## src/rtl/sb_pkg.sv

```systemverilog
// Shared types and constants for the store buffer and its entry FIFO.
package sb_pkg;

    // Default memory word-address width (128-word data memory).
    localparam int SB_AW = 7;

    localparam logic [1:0] SZ_BYTE = 2'b00;
    localparam logic [1:0] SZ_HALF = 2'b01;
    localparam logic [1:0] SZ_WORD = 2'b10;

    // One posted store: word address, byte offset, size code and raw data.
    typedef struct packed {
        logic [SB_AW-1:0] waddr;
        logic [1:0]       offset;
        logic [1:0]       size;
        logic [31:0]      data;
    } sb_entry_t;

endpackage

```

## src/rtl/store_buffer_fifo.sv

```systemverilog
// Circular FIFO of pending stores. It exposes a per-slot valid flag and word
// address so the parent can compare every pending entry against a load.
module store_buffer_fifo
    import sb_pkg::*;
#(
    parameter int DEPTH = 4,
    localparam int PW = $clog2(DEPTH),
    localparam int CW = PW + 1
) (
    input  logic             clk,
    input  logic             rst_n,
    input  logic             push,
    input  sb_entry_t        push_entry,
    input  logic             pop,
    output sb_entry_t        head_entry,
    output logic [CW-1:0]    count,
    output logic [DEPTH-1:0] entry_valid,
    output logic [SB_AW-1:0] entry_waddr [DEPTH]
);

    logic [PW-1:0] head;
    logic [PW-1:0] tail;
    sb_entry_t     mem [DEPTH];

    // Pointer and occupancy bookkeeping; pointers wrap naturally at DEPTH.
    always_ff @(posedge clk or negedge rst_n) begin
        if (!rst_n) begin
            head  <= '0;
            tail  <= '0;
            count <= '0;
        end else begin
            if (push) tail <= tail + 1'b1;
            if (pop)  head <= head + 1'b1;
            case ({push, pop})
                2'b10:   count <= count + 1'b1;
                2'b01:   count <= count - 1'b1;
                default: count <= count;
            endcase
        end
    end

    // Entry payload storage; contents are don't-care until pushed.
    always_ff @(posedge clk) begin
        if (push) mem[tail] <= push_entry;
    end

    assign head_entry = mem[head];

    // A slot is live when its distance from head is below the occupancy.
    always_comb begin
        for (int i = 0; i < DEPTH; i++) begin
            entry_valid[i] = {1'b0, PW'(PW'(i) - head)} < count;
            entry_waddr[i] = mem[i].waddr;
        end
    end

endmodule

```

## src/rtl/store_buffer.sv

```systemverilog
// Posted-write buffer in front of the data memory write port. Owns the memory
// address mux: stores drain when the port is free or a load must wait on them.
module store_buffer
    import sb_pkg::*;
#(
    parameter int DEPTH = 4,
    parameter int AW    = SB_AW
) (
    input  logic          clk,
    input  logic          rst_n,
    input  logic          st_valid,
    output logic          st_ready,
    input  logic [31:0]   st_addr,
    input  logic [31:0]   st_data,
    input  logic [1:0]    st_size,
    input  logic          ld_valid,
    input  logic [31:0]   ld_addr,
    output logic          ld_hazard,
    output logic          sb_empty,
    output logic [AW-1:0] DMAdd,
    output logic          DMW,
    output logic          SpecialIn,
    output logic          BorH,
    output logic [1:0]    LastTwo,
    output logic [31:0]   DataIn
);

    localparam int CW = $clog2(DEPTH) + 1;

    logic [CW-1:0]    count;
    logic [DEPTH-1:0] entry_valid;
    logic [AW-1:0]    entry_waddr [DEPTH];
    sb_entry_t        head_entry;
    sb_entry_t        push_entry;
    logic             push;
    logic             drain_en;
    logic             hit;
    logic [AW-1:0]    ld_word;
    logic             unused_addr_bits;

    // Full check uses registered occupancy only, so a same-cycle pop never frees a slot early.
    assign st_ready = count < CW'(DEPTH);
    assign sb_empty = (count == '0);
    assign push     = st_valid && st_ready;
    assign ld_word  = ld_addr[AW+1:2];

    assign push_entry.waddr  = st_addr[AW+1:2];
    assign push_entry.offset = st_addr[1:0];
    assign push_entry.size   = st_size;
    assign push_entry.data   = st_data;

    assign unused_addr_bits = ^{st_addr[31:AW+2], ld_addr[31:AW+2], ld_addr[1:0]};

    store_buffer_fifo #(.DEPTH(DEPTH)) u_fifo (
        .clk         (clk),
        .rst_n       (rst_n),
        .push        (push),
        .push_entry  (push_entry),
        .pop         (drain_en),
        .head_entry  (head_entry),
        .count       (count),
        .entry_valid (entry_valid),
        .entry_waddr (entry_waddr)
    );

    // Word-granular match of the load against every pending store.
    always_comb begin
        hit = 1'b0;
        for (int i = 0; i < DEPTH; i++) begin
            if (entry_valid[i] && (entry_waddr[i] == ld_word)) hit = 1'b1;
        end
    end

    assign ld_hazard = ld_valid && hit;
    assign drain_en  = (count != '0) && (!ld_valid || ld_hazard);

    // Memory-side mux: the head entry owns the port while draining, otherwise the load does.
    always_comb begin
        DMW       = 1'b0;
        DMAdd     = ld_word;
        SpecialIn = 1'b0;
        BorH      = 1'b0;
        LastTwo   = 2'b00;
        DataIn    = 32'h0;
        if (drain_en) begin
            DMW       = 1'b1;
            DMAdd     = head_entry.waddr;
            SpecialIn = (head_entry.size == SZ_BYTE) || (head_entry.size == SZ_HALF);
            BorH      = (head_entry.size == SZ_HALF);
            LastTwo   = head_entry.offset;
            DataIn    = head_entry.data;
        end
    end

endmodule

```

## config.mk

```make
export PLATFORM = sky130hd
export DESIGN_NAME = store_buffer
export DESIGN_NICKNAME = d
export VERILOG_FILES = /design/src/rtl/sb_pkg.sv /design/src/rtl/store_buffer_fifo.sv /design/src/rtl/store_buffer.sv
export SDC_FILE = /design/constraint.sdc
export NUM_CORES = 1
export LEC_CHECK = 0
export BUFFER_PORTS_ARGS = -buffer_cell sky130_fd_sc_hd__clkbuf_2
export CORE_MARGIN = 2
export CORE_UTILIZATION = 55
export CTS_CLUSTER_SIZE = 30
export DETAILED_ROUTE_END_ITERATION = 10
export PLACE_DENSITY = 0.8
export SYNTH_ARGS = -nofsm -noshare
export SYNTH_HDL_FRONTEND = slang
export SYNTH_SLANG_ARGS = --single-unit
```

## constraint.sdc

```tcl
create_clock -name clk -period 7.8 [get_ports clk]
set_input_delay 1.56 -clock clk [delete_from_list [all_inputs] [get_ports clk]]
set_output_delay 1.56 -clock clk [all_outputs]
set_load 0.02 [all_outputs]
```

; ---- Yosys cells after proc, flatten, opt, wreduce, memory -nomap -nowiden
; Memory sizes are Yosys's and may differ from the RTL's.
; Index checks and enable logic that the tools add are counted.
[word_totals]
n_memories = 1
elab_cells = 51
ramBits = 172
inputBits = 102
regBits = 7
out_inout_bits = 47
[mem_list]
columns = memory, words, word_bits, rd, rd_clocked_by_memory_dff, wr, line
row1 = u_fifo.mem, 4, 43, 5, 0, 1, store_buffer_fifo.sv:23  ; sb_entry_t mem [DEPTH];
[classes]
muxes = 13
n_reduce_logical = 14
n_addsub = 8
eq_ne = 7
n_lt_le_gt_ge = 5
[op_table]
columns = operator, n
row1 = $mux 32, 1
row2 = $eq 7x7->1, 4
row3 = $lt 2x3->1, 4
row4 = $mux 1, 9
row5 = $logic_and 1x1->1, 7
row6 = $mux 7, 1
row7 = $pmux 3 s2, 1
row8 = $add 2x1->2 const B, 2
row9 = $eq 2x1->1 const B, 2
row10 = $sub 1x2->2 const A, 2
row11 = $sub 2x2->2 const A, 2
row12 = $add 3x1->3 const B, 1
row13 = $logic_not 3->1, 1
row14 = $lt 3x3->1 const B, 1
row15 = $reduce_bool 3->1, 1
row16 = $sub 3x1->3 const B, 1
row17 = $eq 2x2->1 const B, 1
row18 = $logic_not 2->1, 1
row19 = $logic_or 1x1->1, 2
row20 = $mux 2, 1
row21 = $reduce_bool 2->1, 1
row22 = $logic_not 1->1, 1

; ---- Depth between registers and ports, before layout
; Gate-level depths: netlist of run 1.
[depth]
word_depth = 12
ltp_mapped = 18
ltp_nobuf = 14

; ---- By module
; A second synthesis of run 1 with hierarchy kept.
[hier_totals]
cells_unflattened = 405
area_unflattened_um2 = 7692.4
[by_module_without_submodules]
columns = mod, cells_each, instances, area_each_um2
row1 = store_buffer_fifo, 306, 1, 6951.7
row2 = store_buffer, 99, 1, 740.7

; ---- Worst setup path after synthesis of run 1
; OpenSTA, ideal clock, no wires.
[synth_timing]
path_type = input to output
start = in ld_addr[8]
end = out DataIn[10]
arrival_ns = 3.214
path_slack_ns = 3.026
n_path_buf = 3
t_required_ns = 6.240
stages = 9
path_cell_list = buf_6 -> xor2_1 -> nor4_1 -> o211ai_1 -> and4_4 -> a21o_1 -> buf_6 -> clkbuf_1 -> nor2b_1
[synth_via]
elab_chain_cells = 10
elab_cells_between_ends = 16
classes_between = eq/ne: 4 / mux: 5 / reduce/logical: 7
[synth_rtl]
columns = element, line
row1 = start: declaration, store_buffer.sv:17  ; input logic [31:0] ld_addr,
row2 = $eq 7x7->1, store_buffer.sv:70  ; if (entry_valid[i] && (entry_waddr[i] == ld_word)) hit = 1'b1;
row3 = $logic_and 1x1->1, store_buffer.sv:70
row4 = $mux 1 (3 in a row), store_buffer.sv:70
row5 = $mux 1 *, store_buffer.sv:70
row6 = $logic_and 1x1->1 *, store_buffer.sv:74  ; assign ld_hazard = ld_valid && hit;
row7 = $logic_or 1x1->1 *, store_buffer.sv:75  ; assign drain_en = (count != '0) && (!ld_valid || ld_hazard);
row8 = $logic_and 1x1->1 *, store_buffer.sv:75
row9 = $mux 32 *, store_buffer.sv:85  ; if (drain_en) begin
row10 = end: declaration, store_buffer.sv:25  ; output logic [31:0] DataIn
; Every way passes the cells marked *; elsewhere a longest branch is shown, timed or not.

; ---- Final worst setup path of run 1
[layout_timing]
start = reg u_fifo.head[0]
end = out DMAdd[3]
[layout_via]
elab_chain_cells = 11
elab_cells_between_ends = 21
classes_between = add/sub: 4 / order compare: 4 / mux: 5 / reduce/logical: 7 / memory: 1
[layout_rtl]
columns = element, line
row1 = start: declaration, store_buffer_fifo.sv:21  ; logic [PW-1:0] head;
row2 = start signal: assignment, store_buffer_fifo.sv:33  ; if (pop) head <= head + 1'b1;
row3 = $sub 1x2->2, store_buffer_fifo.sv:52  ; entry_valid[i] = {1'b0, PW'(PW'(i) - head)} < count;
row4 = $lt 2x3->1, store_buffer_fifo.sv:52
row5 = $logic_and 1x1->1, store_buffer.sv:70
row6 = $mux 1 (4 in a row), store_buffer.sv:70
row7 = $logic_and 1x1->1, store_buffer.sv:74
row8 = $logic_or 1x1->1, store_buffer.sv:75
row9 = $logic_and 1x1->1, store_buffer.sv:75
row10 = $mux 7 *, store_buffer.sv:85
row11 = end: declaration, store_buffer.sv:20  ; output logic [AW-1:0] DMAdd,
; Marked as above.

==> results by group, run 1 <==
Global route
  – First-pass GRT wire length: 20.64 mm
  – Initial antenna violation count: 0
  – Gr usage total: 0.1956
  – Number of global-route vias before repair: 3931
  – Pin count of the biggest net entering global routing: 50
  – Total grt overflow: 0

Timing
  – Setup ws final: 2281 ps
  – Rel. slew slack: 0.3084
  – Fmax: 181.2 MHz
  – Final Max Slew Viols: 0
  – Final Hold Fails: 0
  – Slew at the pin closest to its max-slew limit: 1037 ps
  – Unrepaired setup endpoints after global routing: no
  – Final setup fails: 0
  – Final critical-path required period: 5519 ps
  – Setup_tns: 0 ps
  – Period utilisation layout: 0.7076
  – Final Skew: 9.002 ps

Worst setup path
  – Critical Path AT: 3960 ps
  – R2R cell count: 12
  – Worst EP required: 6240 ps
  – Worst Setup Start Kind: flop
  – Critical setup path kind: flop to output port
  – Worst setup EP type: output port
  – Reg2reg end: u_fifo.count[1]
  – R2r startpoint: u_fifo.head[0]
  – CP max-delay cell: dfrtp_4
  – Crit path from: u_fifo.head[0]
  – CP cell instances: xnor2_1 -> inv_1 -> ha_1 -> a21oi_1 -> o211ai_1 -> and4_4 -> a21o_2 -> mux2_2 -> clkbuf_2
  – Reg-to-reg setup timing slack: 3660 ps
  – Worst path max stage delay: 1020 ps
  – Max FO, Critical Path: 49

Detailed routing
  – Residual DRC count: 0
  – Vias per Instance: 5.515
  – Antenna-violating nets left: 0
  – Mean routed wirelength per cell: 19.82 microns
  – Drt total wl: 13.24 mm
  – Initial DRC count: 354
  – DRT Pass-1 Iters: 4
  – Total number of vias: 3684

Logic synthesis
  – Syn nets: 490
  – Synth Cell Area: 7446 sq um
  – Synth cell types: 32
  – Cell count after synthesis: 378
  – Synthesis-stage register bit count: 179
  – Yosys Warn Count: 0
  – Avg Inst Size Synth: 19.70 sq um
  – Sequential area share after synthesis: 0.7172

Worst hold path
  – Worst Hold End: u_fifo.count[1]
  – Hold wc startpoint: u_fifo.count[1]
  – Worst hold path stage count: 2
  – Worst hold path class: flop to flop

Placed design
  – Global placer's final weighted congestion: 0.8166
  – Placement Setup Slack: 2410 ps
  – Detailed placer's ending HPWL: 7.972 mm
  – IO Port Bufs: 100

Floorplan
  – Chip Height: 120.4 microns
  – Starting Density: 0.5623
  – Die W: 120.4 microns
  – Die area: 14480 sq um
  – Top Ports: 149
  – # rows: 42
  – Core ar.: 13240 sq um

Finish
  – Final net count: 591
  – Share of cells above drive strength 1: 0.3902
  – P&R area growth vs syn: 17.09%
  – Most frequent cells in the layout: edfxtp_1 (172), clkbuf_2 (100), mux4_2 (43), xor2_1 (29), nor2b_1 (28)
  – Final Util: 0.6584
  – Ant diodes: 0
  – Commonest non-fill, non-tap cell in the layout: edfxtp_1

Power
  – Max VDD drop: 290.4 uV
  – Power per cell area: 361.6 nW/um^2
  – Tot Pwr: 3.152 mW
  – P_leak: 3.136 nW

Clocking
  – Post-CTS Setup Bufs: 0
  – Clock Tree Buf Depth: 2
  – H-tree levels: 4
  – Hold buffer count at cts: 0
  – Clock tree from TritonCTS: yes
  – Clock Tree Root: clkbuf_16
  – Worst-path clk slew: 60 ps
  – Post-CTS sizing: 0
  – Clock latency on the worst-skew pair: 420 ps
  – Num CTS Buffers: 17
  – CTS sink cnt: 179

Run
  – Maxcap violations: 0

Status
  – Outcome: finished, final reports clean
[report_power, final]
part | leakage, nW | internal (mW) | switching, mW
Clock | 0.303 | 0.566 | 0.333
Sequential | 1.64 | 1.21 | 0.117
Combinational | 1.19 | 0.436 | 0.490
[routing by layer]
metal  global-route usage  vias to the layer above  part of all wire
met2               0.3281                      144              0.52
met1               0.2464                     1861              0.41
met3              0.05943                        8             0.062
li1                     -                     1671                 -
met4              0.06395                        0            0.0072
met5                    0                        -                 0
[worst max path at each step]
stage,end,slack (ps),cells after the start
5_1_grt,DMAdd[3],1980,9
3_5_place_dp,DMAdd[3],2410,8
2_1_floorplan,DataIn[10],3030,9
4_1_cts,DMAdd[3],2150,9
6_report,DMAdd[3],2280,9
3_3_place_gp,DMAdd[2],2430,8
[through the flow]
stage / std cells / hold WS, ps / area (sq um)
floorplan: 378 / 472.3 / 7446
global placement: 636 / 505.0 / 8082
detailed placement: 636 / 517.6 / 8082
CTS: 668 / 534.1 / 8718
global route: 668 / 549.3 / 8718
finish: 668 / 518.7 / 8718
[registers in the layout, indices dropped and copies added, names as in the netlist]
signal / flops
u_fifo.tail: 2
u_fifo.count: 3
u_fifo.head: 2
u_fifo.mem: 172
[critical path: cells and delay by family (launching register included)]
kind / cells / cell delay (ps)
AOI/OAI and AO/OA: 3 / 1060
DFF: 1 / 1020
muxes: 1 / 430
adders and majority gates: 1 / 270
and+or+nand+nor: 1 / 250
buffers and inverters: 2 / 230
xor gates and xnor gates: 1 / 220
[cell usage after synthesis]
library cell,number,area [sq um]
a211oi_1,1,7.510
a21o_1,1,7.510
a21oi_1,4,20.02
and2_1,4,25.02
and2b_1,8,60.06
and4_4,1,11.26
buf_1,2,7.510
buf_2,8,40.04
buf_4,1,7.510
buf_6,3,33.78
buf_8,1,15.01
clkbuf_1,8,30.03
dfrtp_1,7,175.2
edfxtp_1,172,5165
fa_1,1,20.02
ha_1,9,112.6
inv_1,11,41.29
mux2_2,5,56.30
mux2_4,2,30.03
mux4_2,43,968.4
nand2_1,3,11.26
nand2b_1,1,6.260
nand3_1,1,5.000
nor2_1,2,7.510
nor2b_1,28,175.2
nor3_1,5,25.02
nor3b_2,1,12.51
nor4_1,4,25.02
o211ai_1,3,22.52
o21ai_0,3,15.01
xnor2_1,6,52.55
xor2_1,29,254.0
[cells by family (layout without fill, tap and decap cells)]
family / count (synthesis) / count (layout) / synth area share
flip-flops: 179 / 179 / 0.7172
adder cells (fa/ha/maj): 10 / 10 / 0.01781
buffers and inverters: 34 / 148 / 0.02353
AND/OR/NAND/NOR: 58 / 58 / 0.04890
XOR/XNOR: 35 / 35 / 0.04117
multiplexers: 50 / 50 / 0.1417
AO/OA/AOI/OAI: 12 / 12 / 0.009746
[final cells by class]
class                           instances  area [sq um]
Timing Repair Buffer                  105         538.0
Multi-Input combinational cell        165          1937
Clock buffer                           18         429.2
Sequential cell                       179          5345
Tap cell                              176         220.2
Inverter                               11         41.29
Clock inverter                         14         207.7
Fill cell                             934          4524
Power figures use the tool's default switching activity.
==> run 2: changes to the inputs <==
--- a/config.mk
+++ b/config.mk
@@ -7,10 +7,10 @@
 export LEC_CHECK = 0
 export BUFFER_PORTS_ARGS = -buffer_cell sky130_fd_sc_hd__clkbuf_2
 export CORE_MARGIN = 2
-export CORE_UTILIZATION = 55
+export CORE_UTILIZATION = 50
 export CTS_CLUSTER_SIZE = 30
 export DETAILED_ROUTE_END_ITERATION = 10
-export PLACE_DENSITY = 0.8
+export PLACE_DENSITY = 0.76
 export SYNTH_ARGS = -nofsm -noshare
 export SYNTH_HDL_FRONTEND = slang
 export SYNTH_SLANG_ARGS = --single-unit
==> constraint.sdc (replaced) <==
create_clock -name clk -period 4.87 [get_ports clk]
set_input_delay 0.974 -clock clk [delete_from_list [all_inputs] [get_ports clk]]
set_output_delay 0.974 -clock clk [all_outputs]
set_load 0.02 [all_outputs]
==> run 2 against run 1 <==
Net effect: critical path type unchanged; combinational power up 72%; via count up 0.46%; critical path depth unchanged; cell count up 1.5%; wire length up 2.2%; flip-flop and latch count unchanged; register-to-register slack worse by 2400 ps; hold slack worse by 120 ps; critical endpoint is now DMAdd[2]; die area up 9.7%.
==> results by group, run 2 (synthesis gave the netlist of run 1 again) <==
Status
  – Outcome: finished, final reports clean

Detailed routing
  – Residual DRC count: 0
  – Drt total wl: 13.52 mm
  – DRT Pass-1 Iters: 4
  – Vias per Instance: 5.459
  – Total number of vias: 3701
  – Mean routed wirelength per cell: 19.95 microns
  – Initial DRC count: 213
  – Antenna-violating nets left: 0

Worst setup path
  – CP cell instances: xnor2_1 -> inv_1 -> ha_1 -> a21oi_1 -> o211ai_1 -> and4_4 -> a21o_2 -> mux2_2 -> clkbuf_2
  – Worst EP required: 3900 ps
  – CP top delay family: compound AO/OA/AOI/OAI gates
  – Max FO, Critical Path: 45
  – Worst setup EP type: output port
  – Reg-to-reg setup timing slack: 1280 ps
  – Worst Setup Start Kind: flop
  – CP bufs+invs: 2
  – R2R cell count: 12
  – CP Depth: 9
  – CP max-delay cell: a21o_2
  – Critical setup path kind: flop to output port
  – Worst path max stage delay: 790 ps
  – Critical Path AT: 3420 ps

Finish
  – Share of cells above drive strength 1: 0.3947
  – Biggest regs: u_fifo.mem (172), u_fifo.count (3)
  – P&R area growth vs syn: 16.82%
  – Commonest non-fill, non-tap cell in the layout: edfxtp_1
  – Most frequent cells in the layout: edfxtp_1 (172), clkbuf_2 (100), mux4_2 (43), xor2_1 (29), nor2b_1 (28)
  – Final net count: 593
  – Biggest register: u_fifo.mem
  – Fin area: 8698 sq um
  – Final Util: 0.5985
  – Ant diodes: 0
  – Max FFs per register: 172
  – Fill count: 1067

Floorplan
  – # rows: 44
  – Starting Density: 0.5123
  – Die W: 126.0 microns
  – Die area: 15880 sq um
  – Core ar.: 14530 sq um
  – Top Ports: 149
  – Chip Height: 126.0 microns

Timing
  – Setup_tns: 0 ps
  – Final Skew: 19.82 ps
  – Final Max Slew Viols: 0
  – Hold WS: 396.8 ps
  – Fmax: 227.5 MHz
  – Final setup fails: 0
  – Slew at the pin closest to its max-slew limit: 1032 ps
  – Period utilisation layout: 0.9025
  – Unrepaired setup endpoints after global routing: no
  – Rel. slew slack: 0.3119
  – Final Hold Fails: 0
  – Final critical-path required period: 4395 ps

Worst hold path
  – Worst hold path class: input port to async pin

Global route
  – Total grt overflow: 0
  – Gr usage total: 0.1798
  – Number of global-route vias before repair: 3942
  – Pin count of the biggest net entering global routing: 46
  – First-pass GRT wire length: 21.27 mm
  – Initial antenna violation count: 0

Power
  – Power per cell area: 571.1 nW/um^2
  – Tot Pwr: 4.968 mW
  – P_leak: 3.133 nW
  – Max VDD drop: 363.6 uV

Clocking
  – H-tree levels: 4
  – Post-CTS Setup Bufs: 0
  – Clock tree from TritonCTS: yes
  – CTS sink cnt: 179
  – Clock Tree Buf Depth: 2
  – Worst-path clk slew: 60 ps
  – Hold buffer count at cts: 0
  – Clock Tree Root: clkbuf_16
  – Clock latency on the worst-skew pair: 430 ps
  – Post-CTS sizing: 0
  – Num CTS Buffers: 17

Run
  – Maxcap violations: 0

Placed design
  – Post-DP Area: 8107 sq um
  – IO Port Bufs: 100
  – Global placer's final weighted congestion: 0.7879
  – Detailed placer's ending HPWL: 8.579 mm
## run 2: cell types whose count changed in the layout (fill, tap and decap cells not counted)
cell        delta
clkinv_2       +3
buf_4          +2
bufinv_16      -2
clkinv_4       +2
inv_6          -2
clkinv_1       -1
clkinvlp_4     -1
inv_8          +1
## run 2: path summary, 6_finish.rpt
kind | end | startpoint
min reg2reg | u_fifo.count[1] | u_fifo.count[1]
min | u_fifo.count[2] | rst_n
max in group asynchronous | u_fifo.head[0] | rst_n
min in group clk | u_fifo.count[1] | u_fifo.count[1]
max | DMAdd[2] | u_fifo.head[0]
max reg2reg | u_fifo.count[1] | u_fifo.head[0]
## run 2: where the power goes
group | switching [mW] | total [mW] | leakage (nW) | internal (mW)
sequential | 0.0945 | 2.03 | 1.64 | 1.94
combinational | 0.884 | 1.59 | 1.20 | 0.703
clock | 0.541 | 1.35 | 0.290 | 0.804
total | 1.52 | 4.97 | 3.13 | 3.45
## run 2: worst register-to-register path: cells and delay by family (launching register included)
| family | cells | cell delay (ps) |
|---|---|---|
| and+or+nand+nor | 1 | 260 |
| buffers and inverters | 3 | 330 |
| xor gates and xnor gates | 1 | 220 |
| AOI/OAI and AO/OA | 4 | 1190 |
| DFF | 1 | 550 |
| adders and majority gates | 3 | 970 |
## run 2: metal layers
metal  part of all wire  GRT usage  vias up  routed length, microns
met5                  0          0        -                       0
met4             0.0069    0.05430        0                      93
met3              0.066    0.06160        8                     893
met2               0.52     0.3027      116                    7071
met1               0.40     0.2224     1899                    5466
li1                   -          -     1678                       -
## run 2: final cells by class
class	instances	area, sq um	area share
tap	184	230.2	0.02647
inverter	11	41.29	0.004747
clock inverter	14	162.7	0.01870
timing repair buffer	107	553.0	0.06358
sequential	179	5345	0.6145
clock buffer	18	429.2	0.04934
multi-input combinational	165	1937	0.2227
## run 2: metrics by stage
stage,setup slack [ps],std cells
CTS,400.7,678
floorplan,1137,378
global placement,651.6,646
detailed placement,626.5,646
finish,474.8,678
global route,280.5,678
==> run 3: changes to the inputs <==
--- a/config.mk
+++ b/config.mk
@@ -5,12 +5,13 @@
 export SDC_FILE = /design/constraint.sdc
 export NUM_CORES = 1
 export LEC_CHECK = 0
+export ABC_AREA = 1
 export BUFFER_PORTS_ARGS = -buffer_cell sky130_fd_sc_hd__clkbuf_2
 export CORE_MARGIN = 2
-export CORE_UTILIZATION = 50
+export CORE_UTILIZATION = 55
 export CTS_CLUSTER_SIZE = 30
 export DETAILED_ROUTE_END_ITERATION = 10
-export PLACE_DENSITY = 0.76
+export PLACE_DENSITY = 0.8
 export SYNTH_ARGS = -nofsm -noshare
 export SYNTH_HDL_FRONTEND = slang
 export SYNTH_SLANG_ARGS = --single-unit
==> constraint.sdc (replaced) <==
create_clock -name clk -period 4.5 [get_ports clk]
set_input_delay 0.9 -clock clk [delete_from_list [all_inputs] [get_ports clk]]
set_output_delay 0.9 -clock clk [all_outputs]
set_load 0.02 [all_outputs]
==> run 3 against run 2 <==
Net effect: first-iteration DRC count up 52%; combinational power up 20%; design area down 0.89%; cell count up 21%; clock-buffer cell count up 4; clock power about the same; synthesized cell count up 40%; flip-flop and latch count unchanged; sequential share of layout area up 0.49 points; critical path depth up 6; die area down 9.2%.
==> results by group, run 3 <==
Status
  – Outcome: finished, final reports clean

Finish
  – Non-Filler Instances: 819
  – Most frequent cells in the layout: edfxtp_1 (172), clkbuf_2 (100), nand2_1 (77), nor2_1 (43)
  – Final net count: 744
  – Max FFs per register: 172
  – Biggest register: u_fifo.mem
  – Share of cells above drive strength 1: 0.2442
  – P&R area growth vs syn: 16.33%
  – Commonest non-fill, non-tap cell in the layout: edfxtp_1
  – Fin area: 8621 sq um
  – Biggest regs: u_fifo.mem (172), u_fifo.count (3)
  – Fill count: 978
  – Ant diodes: 0

Floorplan
  – Die area: 14420 sq um
  – Top Ports: 149
  – Chip Height: 120.1 microns
  – Die W: 120.1 microns
  – Core ar.: 13190 sq um
  – # rows: 42
  – Starting Density: 0.5618

Logic synthesis
  – Most common cell in the synthesized netlist: edfxtp_1
  – Area contributors post-synth: edfxtp_1 (70%), a221oi_1 (4.1%), a22o_1 (4.1%), nand2_1 (3.9%), nor2_1 (2.5%)
  – Cell count after synthesis: 529
  – Commonest cells post-synth: edfxtp_1 (172), nand2_1 (77), nor2_1 (49)
  – Sequential area share after synthesis: 0.7206
  – Synth Cell Area: 7411 sq um
  – Syn nets: 641
  – FFs w/ async S/R, synth: 0.03911
  – Yosys Warn Count: 0
  – Post-synth EDFFs: 172
  – Synth cell types: 29
  – Post-synthesis cell type with the largest combined area: edfxtp_1
  – Area share of the largest cell type after synthesis: 0.6969
  – Synth Flop Type: edfxtp_1
  – Synthesis-stage register bit count: 179
  – Avg Inst Size Synth: 14.01 sq um

Detailed routing
  – Met3 WL: 1.123 mm
  – Total number of vias: 4668
  – Initial DRC count: 323
  – Antenna-violating nets left: 0
  – Drt total wl: 15.58 mm
  – DR top layer: met4
  – Mean routed wirelength per cell: 19.02 microns
  – Vias per Instance: 5.700
  – WL met2: 7.823 mm
  – DRT met1 WL: 6.322 mm
  – DRT Pass-1 Iters: 6
  – Residual DRC count: 0

Worst setup path
  – Reg2reg end: u_fifo.count[2]
  – Reg-to-reg setup timing slack: 870 ps
  – Critical setup path kind: flop to output port
  – R2r startpoint: u_fifo.head[0]
  – Critical Path AT: 3200 ps
  – R2R cell count: 20
  – Worst setup EP type: output port
  – Worst EP required: 3600 ps
  – Worst Setup Start Kind: flop
  – Max FO, Critical Path: 46

Placed design
  – IO Port Bufs: 100
  – Placement Setup Slack: 828.1 ps
  – Post-DP Area: 8089 sq um
  – Global placer's final weighted congestion: 0.8597
  – Placed insts: 789
  – Detailed placer's ending HPWL: 9.565 mm

Clocking
  – Clock tree from TritonCTS: yes
  – Num CTS Buffers: 17
  – H-tree levels: 4
  – Post-CTS sizing: 0
  – Hold buffer count at cts: 0
  – Worst-path clk slew: 60 ps
  – Clock latency on the worst-skew pair: 420 ps
  – Post-CTS Setup Bufs: 0
  – Clock Tree Buf Depth: 2
  – Clock Tree Root: clkbuf_16
  – CTS sink cnt: 179

Timing
  – Unrepaired setup endpoints after global routing: no
  – Slew at the pin closest to its max-slew limit: 819.3 ps
  – Final Max Slew Viols: 0
  – Final setup fails: 0
  – Setup ws final: 396.0 ps
  – Rel. slew slack: 0.4525
  – Final critical-path required period: 4104 ps
  – Setup_tns: 0 ps
  – Final Skew: 4.305 ps
  – Period utilisation layout: 0.9120
  – Final Hold Fails: 0
  – Fmax: 243.7 MHz

Power
  – Tot Pwr: 5.454 mW
  – Max VDD drop: 336.8 uV
  – Internal power: 3.527 mW
  – Clock power frac: 0.248
  – Comb pwr share: 0.350
  – P_leak: 3.288 nW
  – Switching Fraction: 0.3533
  – Power per cell area: 632.7 nW/um^2
  – Psw: 1.927 mW
  – Sequential Power Share: 0.402

Global route
  – Total grt overflow: 0
  – Pin count of the biggest net entering global routing: 47
  – Initial antenna violation count: 0
  – First-pass GRT wire length: 24.07 mm
  – Gr usage total: 0.2257
  – Number of global-route vias before repair: 4755

Run
  – Maxcap violations: 0

Worst hold path
  – Worst hold path class: input port to async pin
## run 3: changes by cell type after synthesis, moves of 24 or more
cell      previous run  this run
nor2_1               2        49
inv_1               11        35
a221oi_1             0        35
mux4_2              43         0
a22o_1               0        35
xor2_1              29         4
nor2b_1             28         0
nand2_1              3        77
## run 3: final cells by class
class / count / area (sq um) / area share
timing repair buffer: 111 / 583.1 / 0.06763
multi-input combinational: 281 / 1788 / 0.2074
sequential: 179 / 5340 / 0.6194
inverter: 42 / 157.7 / 0.01829
clock buffer: 22 / 444.2 / 0.05152
tap: 176 / 220.2 / 0.02554
clock inverter: 8 / 87.58 / 0.01016
## run 3: how the worst max path moves through the flow
stage,startpoint,endpoint,cells after the start
final,u_fifo.head[0],DataIn[6],15
after global routing,u_fifo.head[0],DataIn[6],15
after CTS,u_fifo.head[0],DataIn[30],15
after detailed placement,u_fifo.head[0],DataIn[30],15
after global placement,u_fifo.head[0],DataIn[30],15
after floorplan,u_fifo.head[0],u_fifo.count[2],23
## run 3: worst max-delay path, stage by stage, from the launching register on
cell and delay (ps):
dfrtp_1 510, nand2_1 160, clkinv_1 90, nor2_1 220
inv_1 90, ha_1 280, inv_1 50, nor2_1 30
a21oi_1 170, nand3_1 120, nor2_2 110, nor2_2 60
nand3_4 170, nand2_8 260, nor2_1 230, clkbuf_2 200
## run 3: kinds of logic after synthesis
logic type,share of synthesized area
fa+ha+maj,0.01790
xor+xnor,0.02245
compound gates,0.1030
flops,0.7206
simple gates,0.09185
buf+inv,0.04424
## run 3: power by group through the flow
stage	clock, mW	combinational (mW)	sequential, mW
finish	1.35	1.91	2.19
global route	1.44	2.09	2.21
CTS	1.37	1.92	2.19
detailed placement	0	1.91	2.22
global placement	0	1.86	2.21
floorplan	0	1.34	2.20
## run 3: metrics by stage
step | util | hold WS, ps
after detailed placement | 0.6133 | 544.6
after global placement | 0.6133 | 495.6
after floorplan | - | 472.3
after CTS | 0.6536 | 304.0
after global routing | 0.6536 | 313.5
final | 0.6536 | 313.6
## run 3: layer usage
layer	track usage	vias to the layer above
met2	0.3821	177
met3	0.05846	31
met1	0.2779	2302
met4	0.08971	0
li1	-	2158
met5	0	-
